$ cat src/rtl/data_sram_bridge_if.sv
`default_nettype none
// ============================================================================
//  Module      : data_sram_if / mem_port_if
//  Description : Signal bundles for data_sram_bridge.
//                data_sram_if : core-side single-cycle data_sram port plus the
//                               stall request back to the pipeline.
//                  master = CPU pipeline (EX drives request, MEM reads rdata)
//                  slave  = bridge
//                mem_port_if  : variable-latency req/ack memory port.
//                  master = bridge
//                  slave  = memory
//  Ports       : none (bundles only); clk/resetn stay plain module ports.
//  Revision    : 1.0 - initial release
// ============================================================================

interface data_sram_if;
  logic        data_sram_en;     // access request from EX
  logic [3:0]  data_sram_wen;    // byte write enables, 0 = read
  logic [31:0] data_sram_addr;   // byte address
  logic [31:0] data_sram_wdata;  // lane-positioned store data
  logic [31:0] data_sram_rdata;  // load data consumed by MEM
  logic        stallreq;         // stall request to the stall controller

  modport master (
    output data_sram_en, data_sram_wen, data_sram_addr, data_sram_wdata,
    input  data_sram_rdata, stallreq
  );

  modport slave (
    input  data_sram_en, data_sram_wen, data_sram_addr, data_sram_wdata,
    output data_sram_rdata, stallreq
  );
endinterface : data_sram_if

interface mem_port_if;
  logic        mem_req;    // request, held until ack or timeout
  logic        mem_wr;     // 1 = write, 0 = read
  logic [3:0]  mem_wstrb;  // byte strobes
  logic [31:0] mem_addr;   // word-aligned address
  logic [31:0] mem_wdata;  // store data
  logic        mem_ack;    // completion, valid only while mem_req = 1
  logic [31:0] mem_rdata;  // read data, valid with mem_ack on reads
  logic        mem_err;    // sticky timeout flag

  modport master (
    output mem_req, mem_wr, mem_wstrb, mem_addr, mem_wdata, mem_err,
    input  mem_ack, mem_rdata
  );

  modport slave (
    input  mem_req, mem_wr, mem_wstrb, mem_addr, mem_wdata, mem_err,
    output mem_ack, mem_rdata
  );
endinterface : mem_port_if

`default_nettype wire

$ cat src/rtl/data_sram_bridge.sv
`default_nettype none
// ============================================================================
//  Module      : data_sram_bridge
//  Description : Responder for the core's data_sram port. Each single-cycle
//                data_sram request is turned into one req/ack transaction on
//                a variable-latency memory port. The pipeline is stalled
//                until the transaction finishes, then released for exactly
//                one cycle. Load data is held in a register so the MEM stage
//                sees a stable value until the next completed read.
//
//                A transaction that sees no ack within MAX_WAIT request
//                cycles is abandoned: mem_err is set (sticky until reset) and
//                a read returns ERR_RDATA.
//
//  Parameters  : MAX_WAIT  - request cycles before timeout, legal 1..255
//                ERR_RDATA - load data returned by a timed-out read
//
//  Ports       : clk    - clock
//                resetn - asynchronous active-low reset
//                sram   - data_sram_if.slave  (en/wen/addr/wdata in,
//                                              rdata/stallreq out)
//                mem    - mem_port_if.master  (req/wr/wstrb/addr/wdata/err
//                                              out, ack/rdata in)
//  Revision    : 1.0 - initial release
// ============================================================================

module data_sram_bridge #(
  parameter int unsigned MAX_WAIT  = 255,
  parameter logic [31:0] ERR_RDATA = 32'hDEAD_BEEF
) (
  input  logic       clk,
  input  logic       resetn,
  data_sram_if.slave sram,
  mem_port_if.master mem
);

  // Counter value on the last request cycle that may still see an ack.
  localparam logic [7:0] c_wait_last = 8'(MAX_WAIT - 1);

  typedef enum logic [1:0] {
    ST_IDLE = 2'd0,  // waiting for a CPU access
    ST_REQ  = 2'd1,  // memory request outstanding
    ST_DONE = 2'd2   // one-cycle release of the pipeline
  } state_t;

  state_t      r_state;
  state_t      w_state_nxt;

  logic        w_accept;    // capture a new access this cycle
  logic        w_ack;       // transaction completes normally this cycle
  logic        w_timeout;   // transaction abandoned this cycle
  logic        w_stall;     // stall request before reset gating

  logic        r_wr;
  logic [3:0]  r_wstrb;
  logic [31:0] r_addr;
  logic [31:0] r_wdata;
  logic [31:0] r_rdata;
  logic [7:0]  r_wait_cnt;
  logic        r_err;

  // --------------------------------------------------------------------------
  // State register
  // --------------------------------------------------------------------------
  always_ff @(posedge clk or negedge resetn) begin
    if (!resetn) begin
      r_state <= ST_IDLE;
    end else begin
      r_state <= w_state_nxt;
    end
  end

  // --------------------------------------------------------------------------
  // Next state and per-cycle control
  // --------------------------------------------------------------------------
  always_comb begin
    w_state_nxt = r_state;
    w_accept    = 1'b0;
    w_ack       = 1'b0;
    w_timeout   = 1'b0;
    w_stall     = 1'b0;

    case (r_state)
      ST_IDLE: begin
        // The pipeline must freeze in the same cycle the access appears.
        w_stall = sram.data_sram_en;
        if (sram.data_sram_en) begin
          w_accept    = 1'b1;
          w_state_nxt = ST_REQ;
        end
      end

      ST_REQ: begin
        w_stall = 1'b1;
        // Ack is checked first so an ack on the final allowed cycle still
        // completes normally instead of being reported as a timeout.
        if (mem.mem_ack) begin
          w_ack       = 1'b1;
          w_state_nxt = ST_DONE;
        end else if (r_wait_cnt == c_wait_last) begin
          w_timeout   = 1'b1;
          w_state_nxt = ST_DONE;
        end
      end

      ST_DONE: begin
        // en still shows the access just finished; it must not be taken
        // again, so nothing is accepted here.
        w_state_nxt = ST_IDLE;
      end

      default: begin
        w_state_nxt = ST_IDLE;
      end
    endcase
  end

  // --------------------------------------------------------------------------
  // Captured request: held constant for the whole REQ phase
  // --------------------------------------------------------------------------
  always_ff @(posedge clk or negedge resetn) begin
    if (!resetn) begin
      r_wr    <= 1'b0;
      r_wstrb <= 4'b0000;
      r_addr  <= 32'h0000_0000;
      r_wdata <= 32'h0000_0000;
    end else if (w_accept) begin
      r_wr    <= (sram.data_sram_wen != 4'b0000);
      r_wstrb <= sram.data_sram_wen;
      // Byte offset is carried by wen (stores) and by MEM-stage extraction
      // (loads), so the memory only ever sees word addresses.
      r_addr  <= sram.data_sram_addr & 32'hFFFF_FFFC;
      r_wdata <= sram.data_sram_wdata;
    end
  end

  // --------------------------------------------------------------------------
  // Wait counter: counts request cycles that went without an ack
  // --------------------------------------------------------------------------
  always_ff @(posedge clk or negedge resetn) begin
    if (!resetn) begin
      r_wait_cnt <= 8'd0;
    end else if (w_accept) begin
      r_wait_cnt <= 8'd0;
    end else if ((r_state == ST_REQ) && !w_ack && !w_timeout) begin
      r_wait_cnt <= r_wait_cnt + 8'd1;
    end
  end

  // --------------------------------------------------------------------------
  // Load data: changes only when a read finishes (normally or by timeout)
  // --------------------------------------------------------------------------
  always_ff @(posedge clk or negedge resetn) begin
    if (!resetn) begin
      r_rdata <= 32'h0000_0000;
    end else if (w_ack && !r_wr) begin
      r_rdata <= mem.mem_rdata;
    end else if (w_timeout && !r_wr) begin
      r_rdata <= ERR_RDATA;
    end
  end

  // --------------------------------------------------------------------------
  // Sticky timeout flag
  // --------------------------------------------------------------------------
  always_ff @(posedge clk or negedge resetn) begin
    if (!resetn) begin
      r_err <= 1'b0;
    end else if (w_timeout) begin
      r_err <= 1'b1;
    end
  end

  // --------------------------------------------------------------------------
  // Outputs
  // --------------------------------------------------------------------------
  // mem_req is decoded from the state register so it falls the moment reset
  // is asserted, without waiting for an ack or a clock edge.
  assign mem.mem_req   = (r_state == ST_REQ);
  assign mem.mem_wr    = r_wr;
  assign mem.mem_wstrb = r_wstrb;
  assign mem.mem_addr  = r_addr;
  assign mem.mem_wdata = r_wdata;
  assign mem.mem_err   = r_err;

  assign sram.data_sram_rdata = r_rdata;
  // In IDLE the stall follows en combinationally; gating with resetn keeps
  // the stall low while reset is held even if the CPU still drives en.
  assign sram.stallreq = resetn & w_stall;

endmodule : data_sram_bridge

`default_nettype wire

$ cat src/flat_wrapper.sv
// flat-port wrapper written by rule: the top's interface ports become plain ports
module data_sram_bridge_flat 
#(
  parameter int unsigned MAX_WAIT  = 255,
  parameter logic [31:0] ERR_RDATA = 32'hDEAD_BEEF
)
  (clk, resetn, sram_data_sram_en, sram_data_sram_wen, sram_data_sram_addr, sram_data_sram_wdata, sram_data_sram_rdata, sram_stallreq, mem_mem_req, mem_mem_wr, mem_mem_wstrb, mem_mem_addr, mem_mem_wdata, mem_mem_err, mem_mem_ack, mem_mem_rdata);
  data_sram_if sram_i ();
  mem_port_if mem_i ();
  input  logic clk;
  input  logic resetn;
  input wire logic [$bits(sram_i.data_sram_en)-1:0] sram_data_sram_en;
  input wire logic [$bits(sram_i.data_sram_wen)-1:0] sram_data_sram_wen;
  input wire logic [$bits(sram_i.data_sram_addr)-1:0] sram_data_sram_addr;
  input wire logic [$bits(sram_i.data_sram_wdata)-1:0] sram_data_sram_wdata;
  output wire logic [$bits(sram_i.data_sram_rdata)-1:0] sram_data_sram_rdata;
  output wire logic [$bits(sram_i.stallreq)-1:0] sram_stallreq;
  output wire logic [$bits(mem_i.mem_req)-1:0] mem_mem_req;
  output wire logic [$bits(mem_i.mem_wr)-1:0] mem_mem_wr;
  output wire logic [$bits(mem_i.mem_wstrb)-1:0] mem_mem_wstrb;
  output wire logic [$bits(mem_i.mem_addr)-1:0] mem_mem_addr;
  output wire logic [$bits(mem_i.mem_wdata)-1:0] mem_mem_wdata;
  output wire logic [$bits(mem_i.mem_err)-1:0] mem_mem_err;
  input wire logic [$bits(mem_i.mem_ack)-1:0] mem_mem_ack;
  input wire logic [$bits(mem_i.mem_rdata)-1:0] mem_mem_rdata;
  assign sram_i.data_sram_en = sram_data_sram_en;
  assign sram_i.data_sram_wen = sram_data_sram_wen;
  assign sram_i.data_sram_addr = sram_data_sram_addr;
  assign sram_i.data_sram_wdata = sram_data_sram_wdata;
  assign sram_data_sram_rdata = sram_i.data_sram_rdata;
  assign sram_stallreq = sram_i.stallreq;
  assign mem_mem_req = mem_i.mem_req;
  assign mem_mem_wr = mem_i.mem_wr;
  assign mem_mem_wstrb = mem_i.mem_wstrb;
  assign mem_mem_addr = mem_i.mem_addr;
  assign mem_mem_wdata = mem_i.mem_wdata;
  assign mem_mem_err = mem_i.mem_err;
  assign mem_i.mem_ack = mem_mem_ack;
  assign mem_i.mem_rdata = mem_mem_rdata;
  data_sram_bridge #(.MAX_WAIT(MAX_WAIT), .ERR_RDATA(ERR_RDATA)) u_core (.clk(clk), .resetn(resetn), .sram(sram_i), .mem(mem_i));
endmodule
$ cat config.mk
export PLATFORM = sky130hd
export DESIGN_NAME = data_sram_bridge_flat
export DESIGN_NICKNAME = d
export VERILOG_FILES = /design/src/rtl/data_sram_bridge_if.sv /design/src/rtl/data_sram_bridge.sv /design/src/flat_wrapper.sv
export SDC_FILE = /design/constraint.sdc
export NUM_CORES = 1
export LEC_CHECK = 0
export CORE_MARGIN = 5
export CORE_UTILIZATION = 44
export DETAILED_ROUTE_END_ITERATION = 10
export GPL_ROUTABILITY_DRIVEN = 0
export GPL_TIMING_DRIVEN = 0
export PLACE_DENSITY_LB_ADDON = 0.08
export SKIP_CTS_REPAIR_TIMING = 1
export SLEW_MARGIN = 15
export SYNTH_ARGS = -nofsm -noshare
export SYNTH_HDL_FRONTEND = slang
export SYNTH_SLANG_ARGS = --single-unit
$ cat constraint.sdc
create_clock -name clk -period 4.4 [get_ports clk]
set_input_delay 0.88 -clock clk [delete_from_list [all_inputs] [get_ports clk]]
set_output_delay 0.88 -clock clk [all_outputs]
set_load 0.01 [all_outputs]
==> summary.txt, run 1 <==
STATUS
----------------------------------------------------------------------------------------
Result of the run .........................................................    completed

FLOORPLAN
----------------------------------------------------------------------------------------
Die outline height ........................................................       110 um
Die area ..................................................................   12,200 um2
Starting Density ..........................................................        45.2%
Horizontal die dimension ..................................................       110 um
I/O pin count .............................................................          208
Std-Cell Rows .............................................................           36
Core footprint ............................................................     9820 um2

TIMING
----------------------------------------------------------------------------------------
Final setup violation count ...............................................            0
Unrepaired setup endpoints after global routing ...........................        false
Number of failing hold endpoints at the final stage .......................            0
Fin Clk Skew ..............................................................   0.00744 ns
Post-route setup TNS ......................................................         0 ns
Actual slew at the worst max-slew pin .....................................     0.912 ns
Minimum clock period ......................................................      3.28 ns
Final critical-path share of the clock period .............................        74.5%
Slew Limit Headroom .......................................................        39.1%
Highest clock frequency the design can meet ...............................    0.305 GHz
Count of final max-slew check failures ....................................            0

POWER
----------------------------------------------------------------------------------------
Post-route total power ....................................................      4.06 mW
Worst IR drop on VDD ......................................................     0.281 mV
Lkg Pwr ...................................................................      3.26 nW
Pwr/cell area .............................................................   590 nW/um2

DRT
----------------------------------------------------------------------------------------
ANT nets after route ......................................................            0
Number of DRC violations after detailed-routing iteration 0 ...............          153
Average wire length per cell after detail routing .........................      14.6 um
DRC violation count after routing .........................................            0
Drt first pass iters ......................................................            4
Final wirelength ..........................................................    11,700 um
Total vias in the final route .............................................        3,771
Via-to-Cell Ratio .........................................................         4.68

SETUP PATH
----------------------------------------------------------------------------------------
Category of cells accounting for the largest share of critical-path delay . buffers and inverters
Critical path data required time ..........................................      3.52 ns
Count of buffering cells on the critical path with inverters included .....            3
WP data arrival ...........................................................      2.40 ns
Crit Path Category ........................................................ input pin to output pin
Largest fanout on the critical path .......................................           66
Ordered cell list for the critical path ................................... buf_6, buf_16, nor3b_1, clkdlybuf4s50_1
Sort of element at the end of the critical path ...........................   output pin
Type of element launching the critical path ...............................    input pin
Slowest stage cell on the critical path ................................... clkdlybuf4s50_1
Delay contributed by the slowest stage of the critical path ...............      0.58 ns

PLACEMENT
----------------------------------------------------------------------------------------
Count of port buffers added during placement ..............................          203
Number of cells after detailed placement ..................................          789
Final HPWL from detailed placement ........................................      9020 um

CLOCK TREE
----------------------------------------------------------------------------------------
Num Clock Sinks ...........................................................          110
Master cell of the clock root buffer ......................................     clkbuf_8
Clock-pin slew on the worst setup and hold paths ..........................      0.09 ns
Maximum buffer depth of the clock tree ....................................            2
Total CTS buffers .........................................................            9
Clock tree from TritonCTS .................................................         done
Maximum level of the CTS H-tree ...........................................            3
Clk_lat worst skew ........................................................      0.36 ns

FINISH
----------------------------------------------------------------------------------------
Fill count ................................................................          815
Number of diodes ..........................................................            0
Fraction of layout instances using a drive strength above 1 ...............        4.61%
Synth-to-Final Area Change ................................................        55.2%
Post-route non-filler standard cell count .................................          805
Nets ......................................................................          773

GLOBAL ROUTING
----------------------------------------------------------------------------------------
Number of antenna violations at the first check in global routing .........            0
Overflow left after global routing ........................................            0
Maximum number of pins on one net before global-route repair ..............           67
Vias in the first global route ............................................        3,891
Tot GR Track Use ..........................................................        19.3%
Global-route wire length before repair ....................................    19,400 um

LOGIC SYNTHESIS
----------------------------------------------------------------------------------------
Yosys warning count .......................................................            0
Average cell area after synthesis .........................................     9.84 um2
Post-synthesis instance total .............................................          451
Fraction of registers with async set or reset after synthesis .............         100%
Number of storage elements in the synthesis netlist .......................          110
Number of synthesized flops with an enable pin ............................            0
Flip-flop cell with the highest count after synthesis .....................      dfrtp_1
Cell area after synthesis .................................................     4440 um2
Proportion of synthesized chip area in sequential cells ...................        62.0%
Distinct cell type count of the synthesized netlist .......................           35

JOB
----------------------------------------------------------------------------------------
Maxcap violations .........................................................            0

MIN PATH
----------------------------------------------------------------------------------------
Type of the tightest min-delay check ...................................... input pin to async pin

cell families (layout without fill, tap and decap cells):
kind of cell               count (synthesis)  count (layout)  synth area share [%]
AOI/OAI and AO/OA                         13              13                  2.14
and+or+nand+nor                          261             261                  24.0
buffers and inverters                     28             248                  3.07
adders and majority gates                  2               2                 0.564
muxes                                     36              36                  8.12
DFF                                      110             110                  62.0
other                                      1               2                0.0845
cell usage in the layout (no fill, tap or decap), drive strengths merged, types with 2 or more instances in the layout:
cell type      netlist  layout
a31oi                2       2
and2                 4       4
buf                 11      13
clkbuf              15      28
clkdlybuf4s50        0     202
clkinv               0       2
conb                 1       2
dfrtp              110     110
ha                   2       2
inv                  2       2
mux2i               36      36
nand2              229     229
nand3                2       2
nor2                10      10
nor3b                4       4
nor4                 2       2
o2111ai              2       2
o21ai                2       2
or3b                 2       2
area by class of cell:
cell class	instances	area, um2	area share [%]
plain buffers	26	129	1.87
clock buffers	13	179	2.60
clock inverters	3	40.0	0.581
inverters	2	7.51	0.109
multi-input cells	314	1550	22.6
flip-flops and latches	110	2750	40.0
well taps	133	166	2.42
repair buffers	204	2060	29.9
cells in the mapped netlist (2+ instances only):
master / count / area share [%]
mux2i_1: 36 / 8.1
nor3b_1: 4 / 0.68
a31oi_1: 2 / 0.28
and2_1: 4 / 0.56
ha_1: 2 / 0.56
buf_6: 2 / 0.51
inv_1: 2 / 0.17
nor2_1: 10 / 0.85
dfrtp_1: 110 / 62
buf_2: 7 / 0.79
o2111ai_1: 2 / 0.39
or3b_1: 2 / 0.39
clkbuf_1: 15 / 1.3
o21ai_1: 2 / 0.23
nand2_1: 229 / 19
nand3_1: 2 / 0.23
buf_4: 2 / 0.34
report_power, final:
group | internal [mW] | switching, mW | total, mW
Sequential | 1.42 | 0.221 | 1.65
Clock | 0.324 | 0.317 | 0.640
Combinational | 0.998 | 0.781 | 1.78
metal layers:
layer	share of wire, %	track usage [%]	vias to the layer above	wire length (um)
met3	8.8	6.67	14	1030
li1	-	-	1862	-
met5	0	0	-	0
met4	1.5	6.32	0	173
met2	49	31.5	143	5710
met1	41	23.9	1752	4820
state kept, by name, indices dropped and copies added (netlist names):
register	flops
u_core.r_wait_cnt	8
u_core.mem.mem_addr	30
u_core.mem.mem_err	1
u_core.mem.mem_wr	1
u_core.mem.mem_wdata	32
u_core.mem.mem_wstrb	4
u_core.sram.data_sram_rdata	32
u_core.r_state	2
per-stage QoR:
stage	instance area, um2	hold slack, ns	util, %	worst slack, ns
detailed placement	6670	0.457	67.9	1.03
global route	6890	0.448	70.2	0.923
floorplan	4440	0.485	-	2.24
global placement	6640	0.448	67.6	-2.46
CTS	6890	0.435	70.2	1.03
finish	6890	0.427	70.2	1.12
worst register-to-register path, cell delays in order (launching register included):
cell	delay (ns)
dfrtp_1	0.36
buf_2	0.16
nor3b_1	0.76
clkbuf_1	0.44
buf_2	0.30
nand2_1	0.08
nand2_1	0.06
final timing paths:
path / startpoint / end / slack, ns / cells past startpoint
max in group asynchronous: resetn / u_core.mem.mem_addr[18]$_DFFE_PN0P_ / 3.31 / 2
hold / removal: resetn / u_core.mem.mem_wdata[3]$_DFFE_PN0P_ / 0.43 / 1
setup / recovery: resetn / sram_stallreq / 1.12 / 4
hold reg to reg: u_core.mem.mem_err$_DFFE_PN0P_ / u_core.mem.mem_err$_DFFE_PN0P_ / 0.47 / 1
setup reg to reg: u_core.r_state[1]$_DFFE_PN0P_ / u_core.mem.mem_addr[28]$_DFFE_PN0P_ / 2.18 / 6
min in group clk: u_core.mem.mem_err$_DFFE_PN0P_ / u_core.mem.mem_err$_DFFE_PN0P_ / 0.47 / 1
Power figures use the tool's default switching activity.
==> run 2, diff against run 1 <==
--- a/config.mk
+++ b/config.mk
@@ -6,7 +6,7 @@
 export NUM_CORES = 1
 export LEC_CHECK = 0
 export CORE_MARGIN = 5
-export CORE_UTILIZATION = 44
+export CORE_UTILIZATION = 37
 export DETAILED_ROUTE_END_ITERATION = 10
 export GPL_ROUTABILITY_DRIVEN = 0
 export GPL_TIMING_DRIVEN = 0
==> constraint.sdc (replaced) <==
create_clock -name clk -period 2.7 [get_ports clk]
set_input_delay 0.54 -clock clk [delete_from_list [all_inputs] [get_ports clk]]
set_output_delay 0.54 -clock clk [all_outputs]
set_load 0.01 [all_outputs]
==> run 2 against run 1 <==
Net effect:
- register-to-register slack worse by 1.5 ns
- hold slack got worse by 0.36 ns
- worst setup slack lost 0.90 ns
- global-route usage shrank 2.5 points
- critical path type unchanged
==> summary.txt, run 2 (synthesis gave the netlist of run 1 again) <==
TIMING
--------------------------------------------------------------------------------
Post-route setup TNS ..............................................         0 ns   unchanged
Actual slew at the worst max-slew pin .............................     0.728 ns   was 0.912 ns
Minimum clock period ..............................................      2.48 ns
Number of failing hold endpoints at the final stage ...............            0   unchanged
Slew Limit Headroom ...............................................        51.0%   was 39.1%
Fin Clk Skew ......................................................   0.00593 ns   was 0.00744 ns
Highest clock frequency the design can meet .......................    0.403 GHz
Least setup slack across all paths after layout ...................     0.221 ns   was 1.12 ns
Count of final max-slew check failures ............................            0   unchanged
Final setup violation count .......................................            0   unchanged
Unrepaired setup endpoints after global routing ...................        false   unchanged
Final critical-path share of the clock period .....................        91.8%

SETUP PATH
--------------------------------------------------------------------------------
WP data arrival ...................................................      1.94 ns   was 2.40 ns
Register-to-Register Path Depth ...................................            6   unchanged
Sort of element at the end of the critical path ...................   output pin   unchanged
Critical path data required time ..................................      2.16 ns   was 3.52 ns
Type of element launching the critical path .......................    input pin   unchanged
End of the worst register-to-register path ........................ u_core.mem.mem_addr[24]$_DFFE_PN0P_   was u_core.mem.mem_addr[28]$_DFFE_PN0P_
Crit Path Category ................................................ input pin to output pin   unchanged
Reg-to-reg slack, setup ...........................................      0.66 ns   was 2.18 ns
Largest fanout on the critical path ...............................           58   was 66
Worst reg2reg startpoint .......................................... u_core.r_state[1]$_DFFE_PN0P_   unchanged

DRT
--------------------------------------------------------------------------------
Via-to-Cell Ratio .................................................         4.59   was 4.68
Average wire length per cell after detail routing .................      14.5 um   was 14.6 um
Drt first pass iters ..............................................            4   unchanged
DRC violation count after routing .................................            0   unchanged
ANT nets after route ..............................................            0   unchanged
Total vias in the final route .....................................        3,746   was 3,771
Final wirelength ..................................................    11,900 um   was 11,700 um
Number of DRC violations after detailed-routing iteration 0 .......          162   was 153

FLOORPLAN
--------------------------------------------------------------------------------
Die outline height ................................................       120 um   was 110 um
Horizontal die dimension ..........................................       120 um   was 110 um
Starting Density ..................................................        37.4%   was 45.2%
Core footprint ....................................................   11,900 um2   was 9820 um2
Std-Cell Rows .....................................................           40   was 36
Die area ..........................................................   14,300 um2   was 12,200 um2
I/O pin count .....................................................          208   unchanged

MIN PATH
--------------------------------------------------------------------------------
Type of the tightest min-delay check .............................. input pin to async pin   unchanged

FINISH
--------------------------------------------------------------------------------
Number of diodes ..................................................            0   unchanged
Most common cell after layout, fill and taps aside ................      nand2_1   unchanged
Most frequent cells in the layout ................................. nand2_1, clkdlybuf4s50_1, dfrtp_1   unchanged
Synth-to-Final Area Change ........................................        57.1%   was 55.2%
Fraction of layout instances using a drive strength above 1 .......        4.03%   was 4.61%
Nets ..............................................................          773   unchanged
Fill count ........................................................        1,062   was 815
Area of the multi-input gates .....................................     1560 um2   was 1550 um2
Storage element area ..............................................     2750 um2   unchanged
Post-route non-filler standard cell count .........................          817   was 805

PLACEMENT
--------------------------------------------------------------------------------
Count of port buffers added during placement ......................          203   unchanged
Final HPWL from detailed placement ................................      9020 um   about the same
Number of cells after detailed placement ..........................          803   was 789
Dpl ws ............................................................    -0.331 ns   was 1.03 ns

GLOBAL ROUTING
--------------------------------------------------------------------------------
Global-route wire length before repair ............................    19,300 um   was 19,400 um
Met2 GRT Util .....................................................        26.9%   was 31.5%
Routing usage on met1 .............................................        20.9%   was 23.9%
Met3 global-route usage ...........................................        6.03%   was 6.67%
Vias in the first global route ....................................        3,839   was 3,891
Number of antenna violations at the first check in global routing .            0   unchanged
Overflow left after global routing ................................            0   unchanged
Maximum number of pins on one net before global-route repair ......           59   was 67
Tot GR Track Use ..................................................        16.7%   was 19.3%
Top Usage Layer GRT ...............................................         met2   unchanged

POWER
--------------------------------------------------------------------------------
Post-route total power ............................................      6.85 mW   was 4.06 mW
Lkg Pwr ...........................................................      3.28 nW   was 3.26 nW
Worst IR drop on VDD ..............................................     0.399 mV   was 0.281 mV
Pwr/cell area .....................................................   982 nW/um2   was 590 nW/um2

CLOCK TREE
--------------------------------------------------------------------------------
Clock-pin slew on the worst setup and hold paths ..................      0.07 ns   was 0.09 ns
Maximum level of the CTS H-tree ...................................            3   unchanged
Total CTS buffers .................................................            9   unchanged
Clk_lat worst skew ................................................      0.33 ns   was 0.36 ns
Maximum buffer depth of the clock tree ............................            2   unchanged
Num Clock Sinks ...................................................          110   unchanged
Clock tree from TritonCTS .........................................         done   unchanged
Master cell of the clock root buffer ..............................    clkbuf_16   was clkbuf_8

JOB
--------------------------------------------------------------------------------
Maxcap violations .................................................            0   unchanged

STATUS
--------------------------------------------------------------------------------
Result of the run .................................................    completed   unchanged

run 2: changes by cell type in the layout (fill, tap and decap cells not counted):
cell	delta
clkbuf_8	-13
clkbuf_16	+9
clkbuf_1	+3
buf_12	+1
buf_6	-1
clkinv_2	-1
nor3b_1	-1
nor3b_2	+1
run 2: final cells by class:
class	instances	area share (%)
Sequential cell	110	39.5
Inverter	2	0.108
Timing Repair Buffer	204	29.7
Buffer	26	1.85
Multi-Input combinational cell	314	22.4
Clock buffer	12	3.39
Clock inverter	2	0.502
Tap cell	147	2.64
run 2: worst max-delay path by stage:
stage	from	end	slack (ns)	cells after the start
final	resetn	sram_stallreq	0.22	4
after global routing	resetn	sram_stallreq	0.03	4
after global placement	resetn	sram_stallreq	-3.59	3
after detailed placement	sram_data_sram_en	u_core.mem.mem_addr[26]$_DFFE_PN0P_	-0.33	6
after floorplan	mem_mem_ack	u_core.sram.data_sram_rdata[10]$_DFFE_PN0P_	0.88	5
after CTS	resetn	sram_stallreq	-0.01	4
run 2: per-layer routing:
metal	wire [um]	part of all wire, %
met1	5140	43
met2	5510	46
met3	1050	8.8
met4	178	1.5
met5	0	0
run 2: metrics by stage:
stage                     util (%)  hold WS, ns  instance area, um2
after floorplan                  -        0.244                4440
after global placement        56.1        0.443                6660
after detailed placement      56.4        0.448                6690
after CTS                     58.7        0.165                6960
after global routing          58.8       0.0816                6970
final                         58.8       0.0661                6970
run 2: critical path: stages:
cell	delay [ns]
buf_12	0.25
buf_16	0.30
nor3b_1	0.22
clkdlybuf4s50_1	0.60
run 2: power by group:
| group | internal, mW | switching, mW | total [mW] |
|---|---|---|---|
| Sequential | 2.33 | 0.360 | 2.69 |
| Combinational | 1.63 | 1.28 | 2.91 |
| Clock | 0.710 | 0.548 | 1.26 |
==> run 3, diff against run 2 <==
--- a/config.mk
+++ b/config.mk
@@ -6,7 +6,7 @@
 export NUM_CORES = 1
 export LEC_CHECK = 0
 export CORE_MARGIN = 5
-export CORE_UTILIZATION = 37
+export CORE_UTILIZATION = 27
 export DETAILED_ROUTE_END_ITERATION = 10
 export GPL_ROUTABILITY_DRIVEN = 0
 export GPL_TIMING_DRIVEN = 0
==> run 3 against run 2 <==
Net effect:
- worst setup slack lost 0.0042 ns
- critical endpoint unchanged
- flip-flop and latch count is the same
- register-to-register slack lost 0.08 ns
==> summary.txt, run 3 (synthesis gave the netlist of run 1 again) <==
DRT
--------------------------------------------------------------------------------
Via-to-Cell Ratio .................................................         4.20   was 4.59
ANT nets after route ..............................................            0   unchanged
Average wire length per cell after detail routing .................      14.7 um   was 14.5 um
Total vias in the final route .....................................        3,736   was 3,746
Drt first pass iters ..............................................            4   unchanged
DRC violation count after routing .................................            0   unchanged
Number of DRC violations after detailed-routing iteration 0 .......          147   was 162
Final wirelength ..................................................    13,000 um   was 11,900 um

CLOCK TREE
--------------------------------------------------------------------------------
Num Clock Sinks ...................................................          110   unchanged
Clock tree from TritonCTS .........................................         done   unchanged
Master cell of the clock root buffer ..............................    clkbuf_16   unchanged
Clock-pin slew on the worst setup and hold paths ..................      0.07 ns   about the same
Clk_lat worst skew ................................................      0.35 ns   was 0.33 ns
Maximum buffer depth of the clock tree ............................            2   unchanged
Total CTS buffers .................................................            9   unchanged
Maximum level of the CTS H-tree ...................................            3   unchanged

GLOBAL ROUTING
--------------------------------------------------------------------------------
Vias in the first global route ....................................        4,003   was 3,839
Number of antenna violations at the first check in global routing .            0   unchanged
Overflow left after global routing ................................            0   unchanged
Maximum number of pins on one net before global-route repair ......           72   was 59
Tot GR Track Use ..................................................        13.7%   was 16.7%
Global-route wire length before repair ............................    21,300 um   was 19,300 um

TIMING
--------------------------------------------------------------------------------
Fin Clk Skew ......................................................   0.00656 ns   was 0.00593 ns
Minimum clock period ..............................................      2.48 ns   about the same
Post-route setup TNS ..............................................         0 ns   unchanged
Least setup slack across all paths after layout ...................     0.217 ns   was 0.221 ns
Actual slew at the worst max-slew pin .............................     0.750 ns   was 0.728 ns
Final critical-path share of the clock period .....................        92.0%   was 91.8%
Unrepaired setup endpoints after global routing ...................        false   unchanged
Final setup violation count .......................................            0   unchanged
Slew Limit Headroom ...............................................        49.6%   was 51.0%
Highest clock frequency the design can meet .......................    0.403 GHz   about the same
Count of final max-slew check failures ............................            0   unchanged
Number of failing hold endpoints at the final stage ...............            0   unchanged

FLOORPLAN
--------------------------------------------------------------------------------
Std-Cell Rows .....................................................           46   was 40
Core footprint ....................................................   16,000 um2   was 11,900 um2
Die outline height ................................................       138 um   was 120 um
Starting Density ..................................................        27.7%   was 37.4%
Die area ..........................................................   19,100 um2   was 14,300 um2
Horizontal die dimension ..........................................       138 um   was 120 um
I/O pin count .....................................................          208   unchanged

FINISH
--------------------------------------------------------------------------------
Nets ..............................................................          774   was 773
Most common cell after layout, fill and taps aside ................      nand2_1   unchanged
Fraction of layout instances using a drive strength above 1 .......        4.75%   was 4.03%
Fill count ........................................................        1,578   was 1,062
Post-route non-filler standard cell count .........................          889   was 817
Storage element area ..............................................     2750 um2   unchanged
Most frequent cells in the layout ................................. nand2_1, clkdlybuf4s50_1, dfrtp_1   unchanged
Number of diodes ..................................................            0   unchanged
Core utilization of the finished layout ...........................        44.4%   was 58.8%
Synth-to-Final Area Change ........................................        60.1%   was 57.1%
Area of the multi-input gates .....................................     1560 um2   unchanged

PLACEMENT
--------------------------------------------------------------------------------
Dpl ws ............................................................    -0.513 ns   was -0.331 ns
Number of cells after detailed placement ..........................          872   was 803
Count of port buffers added during placement ......................          203   unchanged
Final HPWL from detailed placement ................................      9600 um   was 9020 um

SETUP PATH
--------------------------------------------------------------------------------
Crit Path Category ................................................ input pin to output pin   unchanged
Largest fanout on the critical path ...............................           42   was 58
Sort of element at the end of the critical path ...................   output pin   unchanged
Register-to-Register Path Depth ...................................            6   unchanged
Critical path data required time ..................................      2.16 ns   about the same
Type of element launching the critical path .......................    input pin   unchanged
WP data arrival ...................................................      1.94 ns   about the same

POWER
--------------------------------------------------------------------------------
Post-route total power ............................................      6.95 mW   was 6.85 mW
Pwr/cell area .....................................................   978 nW/um2   was 982 nW/um2
Worst IR drop on VDD ..............................................     0.395 mV   was 0.399 mV
Lkg Pwr ...........................................................      3.30 nW   was 3.28 nW

JOB
--------------------------------------------------------------------------------
Maxcap violations .................................................            0   unchanged

MIN PATH
--------------------------------------------------------------------------------
Type of the tightest min-delay check .............................. input pin to async pin   unchanged

STATUS
--------------------------------------------------------------------------------
Result of the run .................................................    completed   unchanged

[run 3: cell types whose count changed in the layout (fill, tap and decap cells not counted), sizes merged]
cell | previous run | this run
clkinvlp | 0 | 2
clkinv | 1 | 2
[run 3: worst paths after layout]
check	slack, ns	endpoint	from
max	0.22	sram_stallreq	resetn
min	0.09	u_core.sram.data_sram_rdata[21]$_DFFE_PN0P_	resetn
max reg2reg	0.58	u_core.mem.mem_addr[24]$_DFFE_PN0P_	u_core.r_state[1]$_DFFE_PN0P_
min reg2reg	0.47	u_core.mem.mem_err$_DFFE_PN0P_	u_core.mem.mem_err$_DFFE_PN0P_
max in group asynchronous	2.06	u_core.sram.data_sram_rdata[1]$_DFFE_PN0P_	resetn
min in group clk	0.47	u_core.mem.mem_err$_DFFE_PN0P_	u_core.mem.mem_err$_DFFE_PN0P_
[run 3: layout make-up]
type,count,share of cell area (%)
sequential,110,38.7
timing repair buffer,205,29.4
multi-input combinational,314,21.9
tap,216,3.80
clock buffer,11,3.41
buffer,26,1.81
clock inverter,5,0.827
inverter,2,0.106
[run 3: where the power goes]
| part | internal [mW] | switching (mW) | total (mW) |
|---|---|---|---|
| clock network | 0.746 | 0.599 | 1.35 |
| logic | 1.63 | 1.28 | 2.91 |
| registers | 2.33 | 0.371 | 2.70 |
[run 3: through the flow]
| step | hold slack [ns] | cell area (um2) |
|---|---|---|
| final | 0.0857 | 7110 |
| after global placement | 0.450 | 6750 |
| after floorplan | 0.244 | 4440 |
| after global routing | 0.0930 | 7110 |
| after CTS | 0.105 | 7080 |
| after detailed placement | 0.458 | 6770 |
[run 3: routing by layer]
metal | track usage (%) | vias up | wire length [um]
li1 | - | 1863 | -
met1 | 17.5 | 1724 | 5960
met2 | 21.3 | 135 | 5780
met3 | 5.38 | 14 | 1080
met4 | 4.73 | 0 | 229
met5 | 0 | - | 0
[run 3: critical path: stages]
cell and delay, ns:
buf_8 0.29, buf_16 0.26, nor3b_1 0.21, clkdlybuf4s50_1 0.61
